## src/rtl/reg_bank_mp.sv

```systemverilog
`timescale 1ns/1ps
// reg_bank_mp: parametrised register bank with one write port and two
// registered read ports, write-first bypass and optional zero register 0.
module reg_bank_mp #(
    parameter int WIDTH     = 32,
    parameter int DEPTH     = 8,
    parameter int AW        = $clog2(DEPTH),
    parameter int ZERO_REG0 = 0
) (
    input  logic             clk,
    input  logic             reset,
    input  logic             we,
    input  logic [AW-1:0]    waddr,
    input  logic [WIDTH-1:0] wdata,
    input  logic             re_a,
    input  logic [AW-1:0]    raddr_a,
    output logic [WIDTH-1:0] rdata_a,
    output logic             rvalid_a,
    input  logic             re_b,
    input  logic [AW-1:0]    raddr_b,
    output logic [WIDTH-1:0] rdata_b,
    output logic             rvalid_b
);

    localparam logic [AW:0] DEPTH_W = (AW + 1)'(DEPTH);
    localparam bit          Z0      = (ZERO_REG0 != 0);

    logic [WIDTH-1:0] mem [DEPTH];
    logic             wr_ok;
    logic [WIDTH-1:0] val_a;
    logic [WIDTH-1:0] val_b;

    // A dropped write must never reach the bypass path either.
    always_comb begin
        wr_ok = we
              && ({1'b0, waddr} < DEPTH_W)
              && !(Z0 && (waddr == '0));
    end

    always_comb begin
        val_a = '0;
        if ({1'b0, raddr_a} >= DEPTH_W) begin
            val_a = '0;
        end else if (Z0 && (raddr_a == '0)) begin
            val_a = '0;
        end else if (wr_ok && (waddr == raddr_a)) begin
            val_a = wdata;
        end else begin
            val_a = mem[raddr_a];
        end
    end

    always_comb begin
        val_b = '0;
        if ({1'b0, raddr_b} >= DEPTH_W) begin
            val_b = '0;
        end else if (Z0 && (raddr_b == '0)) begin
            val_b = '0;
        end else if (wr_ok && (waddr == raddr_b)) begin
            val_b = wdata;
        end else begin
            val_b = mem[raddr_b];
        end
    end

    always_ff @(posedge clk or posedge reset) begin
        if (reset) begin
            for (int i = 0; i < DEPTH; i++) begin
                mem[i] <= '0;
            end
        end else if (wr_ok) begin
            mem[waddr] <= wdata;
        end
    end

    // rdata holds its last value when no read is requested.
    always_ff @(posedge clk or posedge reset) begin
        if (reset) begin
            rdata_a  <= '0;
            rvalid_a <= 1'b0;
            rdata_b  <= '0;
            rvalid_b <= 1'b0;
        end else begin
            rvalid_a <= re_a;
            rvalid_b <= re_b;
            if (re_a) begin
                rdata_a <= val_a;
            end
            if (re_b) begin
                rdata_b <= val_b;
            end
        end
    end

endmodule

```

## config.mk

```make
export PLATFORM = sky130hd
export DESIGN_NAME = reg_bank_mp
export DESIGN_NICKNAME = d
export VERILOG_FILES = /design/src/rtl/reg_bank_mp.sv
export SDC_FILE = /design/constraint.sdc
export NUM_CORES = 1
export LEC_CHECK = 0
export CELL_PAD_IN_SITES_DETAIL_PLACEMENT = 1
export CELL_PAD_IN_SITES_GLOBAL_PLACEMENT = 2
export CORE_MARGIN = 5
export CORE_UTILIZATION = 39
export CTS_BUF_LIST = sky130_fd_sc_hd__clkbuf_8
export CTS_CLUSTER_DIAMETER = 150
export DETAILED_ROUTE_END_ITERATION = 6
export PLACE_DENSITY_LB_ADDON = 0.25
export SYNTH_ARGS = -nofsm -noshare
export SYNTH_HDL_FRONTEND = slang
export SYNTH_SLANG_ARGS = --single-unit
```

## constraint.sdc

```tcl
create_clock -name clk -period 10.8 [get_ports clk]
set_input_delay 2.16 -clock clk [delete_from_list [all_inputs] [get_ports clk]]
set_output_delay 2.16 -clock clk [all_outputs]
set_load 0.02 [all_outputs]
```

Yosys cells after proc, flatten, opt, wreduce, memory -nomap -nowiden
Index checks and enable logic that the tools add are counted.
{ "word_totals": {"register_bits": 322, "wordCells": 35, "input_bits": 46, "out_inout_bits": 66} }
{ "classes": {"n_eq_ne": 2, "mux": 11, "n_bitwise": 3, "n_lt_le_gt_ge": 4, "reduce_logical": 3} }
{ "op_table": {"columns": ["operator", "n"], "rows": [
  ["bitwise mux 256 bit", 1],
  ["two-way mux 32 bit", 7],
  ["binary-select mux 32 bit (select 3 bit)", 2],
  ["demux 32 bit (select 3 bit)", 1],
  ["greater-or-equal comparator 4 bit, second input constant", 3],
  ["inverter 3 -> 4 bit", 3],
  ["== test 3 bit", 2],
  ["< comparator 4 x 1 -> 1 bit, second input constant", 1],
  ["logical AND 1 bit", 3]
]} }

Longest topological paths before layout
{ "depth": {"ltp_word": 6, "depth_mapped": 6, "mapped_depth_nobuf": 3} }

Least setup slack after synthesis
OpenSTA, ideal clock, no wires.
{ "synth_timing": {"kind": "in2reg", "start": "input port waddr[2]", "end": "register mem[160] (netlist name)", "n_path_buf": 2, "path_stages": 5, "setup_slack_ns": 7.287, "arrival_ns": 3.389, "setup_ns": 0.125, "required_time_ns": 10.675, "cell_sequence": "buf_2 -> nand2b_1 -> nor3b_2 -> buf_2 -> mux2_2"} }
{ "synth_via": {"elab_chain_len": 6, "word_cells_on_any_way": 7, "classes_between": "2 x order compare; 3 x mux; 1 x bitwise; 1 x reduce/logical"} }
{ "synth_lines": {"columns": ["item", "line_no", "rtl"], "rows": [
  ["start, declared", "13", "input logic [AW-1:0] waddr,"],
  ["inverter 3 -> 4 bit (not written as such) (*)", "72", "mem[waddr] <= wdata;"],
  ["greater-or-equal comparator 4 bit (not written as such) or < comparator 4 x 1 -> 1 bit (tied branches)", "72", null],
  ["logical AND 1 bit (not written as such)", "72", null],
  ["two-way mux 32 bit (not written as such)", "72", null],
  ["demux 32 bit (select 3 bit) (*)", "72", null],
  ["bitwise mux 256 bit (*)", "72", null],
  ["end signal, assigned by index", "72", null],
  ["end, declared", "28", "logic [WIDTH-1:0] mem [DEPTH];"]
]} }
Every way passes the cells marked *; elsewhere a longest branch is shown, timed or not.
A chain may end at the register's enable or synchronous reset.

Final worst setup path
{ "layout_timing": {"start": "input port waddr[1]", "end": "register rdata_a[4]"} }
{ "layout_via": {"elab_chain_len": 3} }
{ "layout_lines": {"columns": ["item", "line_no", "rtl"], "rows": [
  ["== test 3 bit", "46", "end else if (wr_ok && (waddr == raddr_a)) begin"],
  ["logical AND 1 bit", "46", null],
  ["two-way mux 32 bit", "46", null],
  ["end signal, assigned", "87", "rdata_a <= val_a;"],
  ["end, declared", "17", "output logic [WIDTH-1:0] rdata_a,"]
]} }
Every way passes these cells.

==> impl_metrics.tcl <==
set metrics [dict create \
    run_status "complete, no violations" \
    yosysMostFrequentCell "dfrtp_1" \
    synthTopCellsByArea "dfrtp_1, mux4_2, mux2_2, mux4_1, o21ai_0" \
    post-route-min-period_ps 4560 \
    htree_levels 2 \
    die_h_um 213 \
    final_util_pct 45.7 \
    start_kind "primary input" \
    n_antenna_cell 0 \
    fill_cells 4165 \
    max_freq_mhz 220 \
    synth_edf_count 0 \
    grt_pass1_wl_mm 73.6 \
    cts_tree "yes" \
    finalWorstSetupSlack_ps 6250 \
    path_class "primary input to flip-flop" \
    dp.cells 1739 \
    yosysSeqAreaShare_pct 50.3 \
    dieArea_um2 45200 \
    coreArea_um2 40700 \
    finalNetCount 1313 \
    final.setup.tns_ps 0 \
    tightest_slew_ps 1270 \
    cts_buffer_depth 3 \
    drive_gt1_share_pct 28.6 \
    wirelength_mm 47.3 \
    track_usage_pct 21.5 \
    worstPathMaxFanout 17 \
    place_congestion 0.732 \
    cellPowerDensity_nw_per_um2 194 \
    ios 112 \
    leakagePower_nw 7.96 \
    first_iter_violations 576 \
    worstSetupEndpointType "flip-flop" \
    instances_no_fill 1838 \
    synth_top_area_cell "dfrtp_1" \
    netlist_area_um2 16000 \
    port_buffers 111 \
    hold_class "flip-flop to flip-flop" \
    syn_to_final_growth_pct 16.2 \
    whs_ps 498 \
    overflow 0 \
    arrival_ps 5030 \
    preCtsSetupSlack_ps 5630 \
    grt_max_degree 177 \
    dr.pass1.iters 5 \
    postCtsHoldBufs 0 \
    cts_inserted_buffers 58 \
    stdcell_area_um2 18600 \
    clock_skew_ps 24.7 \
    yosysUniqueCellTypes 27 \
    post_cts_buffers 0 \
    synth_commonest_cells "dfrtp_1, mux2_2, nand2_1, o21ai_0, mux4_2" \
    wl_per_cell_um 25.7 \
    required_ps 11270 \
    via_per_inst 5.79 \
    cap_viol_max_count 0 \
    clk_latency_ps 650 \
    clk_pin_slew_ps 60 \
    yosysWarnings 0 \
    dieWidth_um 213 \
    dp_hpwl_mm 26.0 \
    peakVddDrop_v 0.0000895 \
    finalPower_mw 3.62 \
    synth.top_cell.area_share_pct 50.3 \
    synth_cells 1171 \
    start_util_pct 39.3 \
    finalMaxSlewViolations 0 \
    hold_violations 0 \
    cts_root_buf "clkbuf_8" \
    finalCritPeriodShare_pct 42.2 \
    synthesis.nets 1217 \
    setup_viol 0 \
    antenna_found_initial 0 \
    async_reset_ff_share_pct 100 \
    grt_pass1_vias 11800 \
    clock-sinks 322 \
    fp-row-count 74 \
    ys_ff_latch 322 \
    antenna_left 0 \
    relSlewSlack_pct 15.6 \
    rsz0062_at_grt "false" \
    drc 0 \
    avgSynthCellArea_um2 13.7 \
    place_area_um2 17500 \
    cts_resized 0 \
    synthFlopType "dfrtp_1" \
    num_vias 10700 \
]
## layout make-up
cell class / count / area [um^2] / share of cell area, %
sequential: 322 / 8060 / 43.3
timing repair buffer: 134 / 1270 / 6.80
multi-input combinational: 718 / 7370 / 39.6
clock inverter: 28 / 149 / 0.800
tap: 532 / 666 / 3.58
inverter: 33 / 128 / 0.686
clock buffer: 71 / 977 / 5.25
## placed cells by master (no fill, tap or decap), types with 2 or more instances in the layout
| cell | instances |
|---|---|
| nand4b_1 | 3 |
| nor2b_1 | 22 |
| dfrtp_1 | 322 |
| clkbuf_8 | 71 |
| nor2_1 | 42 |
| buf_2 | 4 |
| inv_1 | 52 |
| nand2_1 | 123 |
| nor3b_4 | 2 |
| a41oi_4 | 2 |
| a221oi_1 | 42 |
| xnor2_1 | 6 |
| o21ai_0 | 120 |
| clkdlybuf4s50_1 | 103 |
| buf_4 | 26 |
| mux2i_1 | 42 |
| clkinvlp_4 | 3 |
| mux4_2 | 99 |
| a221o_1 | 22 |
| mux2_2 | 157 |
| mux4_1 | 29 |
| clkinv_2 | 4 |
## kinds of logic after synthesis
logic type             count (synthesis)  share of synthesized area (%)
flip-flops                           322                           50.3
buffers and inverters                131                           4.12
AND/OR/NAND/NOR                      198                           5.34
XOR/XNOR                               6                          0.328
AO/OA/AOI/OAI                        186                           7.53
multiplexers                         328                           32.4
## metal layers
layer	vias up	global-route usage [%]	part of all wire, %
met5	-	0	0
met4	0	5.65	1.9
met3	61	3.32	4.4
met2	235	34.9	48
met1	5751	30.5	45
li1	4604	-	-
## worst paths after layout
check                          from          end  slack (ps)  cells after the start
max in group asynchronous     reset      mem[18]        6560                      4
hold reg to reg            mem[137]     mem[137]         500                      2
hold / removal             mem[137]     mem[137]         500                      2
setup / recovery           waddr[1]   rdata_a[4]        6250                      5
setup reg to reg            mem[58]  rdata_b[26]        9180                      3
min in group asynchronous     reset     mem[129]        2040                      2
## registers in the layout, indices dropped and copies added (netlist names)
register,count
mem,256
rdata_a,32
rdata_b,32
rvalid_a,1
rvalid_b,1
## critical path, cell delays in order
cell             delay, ps
clkdlybuf4s50_1        690
xnor2_1                440
and4b_1               1100
buf_4                  470
a221oi_1               140
## where the power goes
group          switching [mW]  internal [mW]  leakage (nW)
clock                   0.512          0.611         0.652
combinational           0.361          0.481          3.38
sequential              0.191           1.46          3.93
No activity file was read; power rests on OpenSTA's default activity.
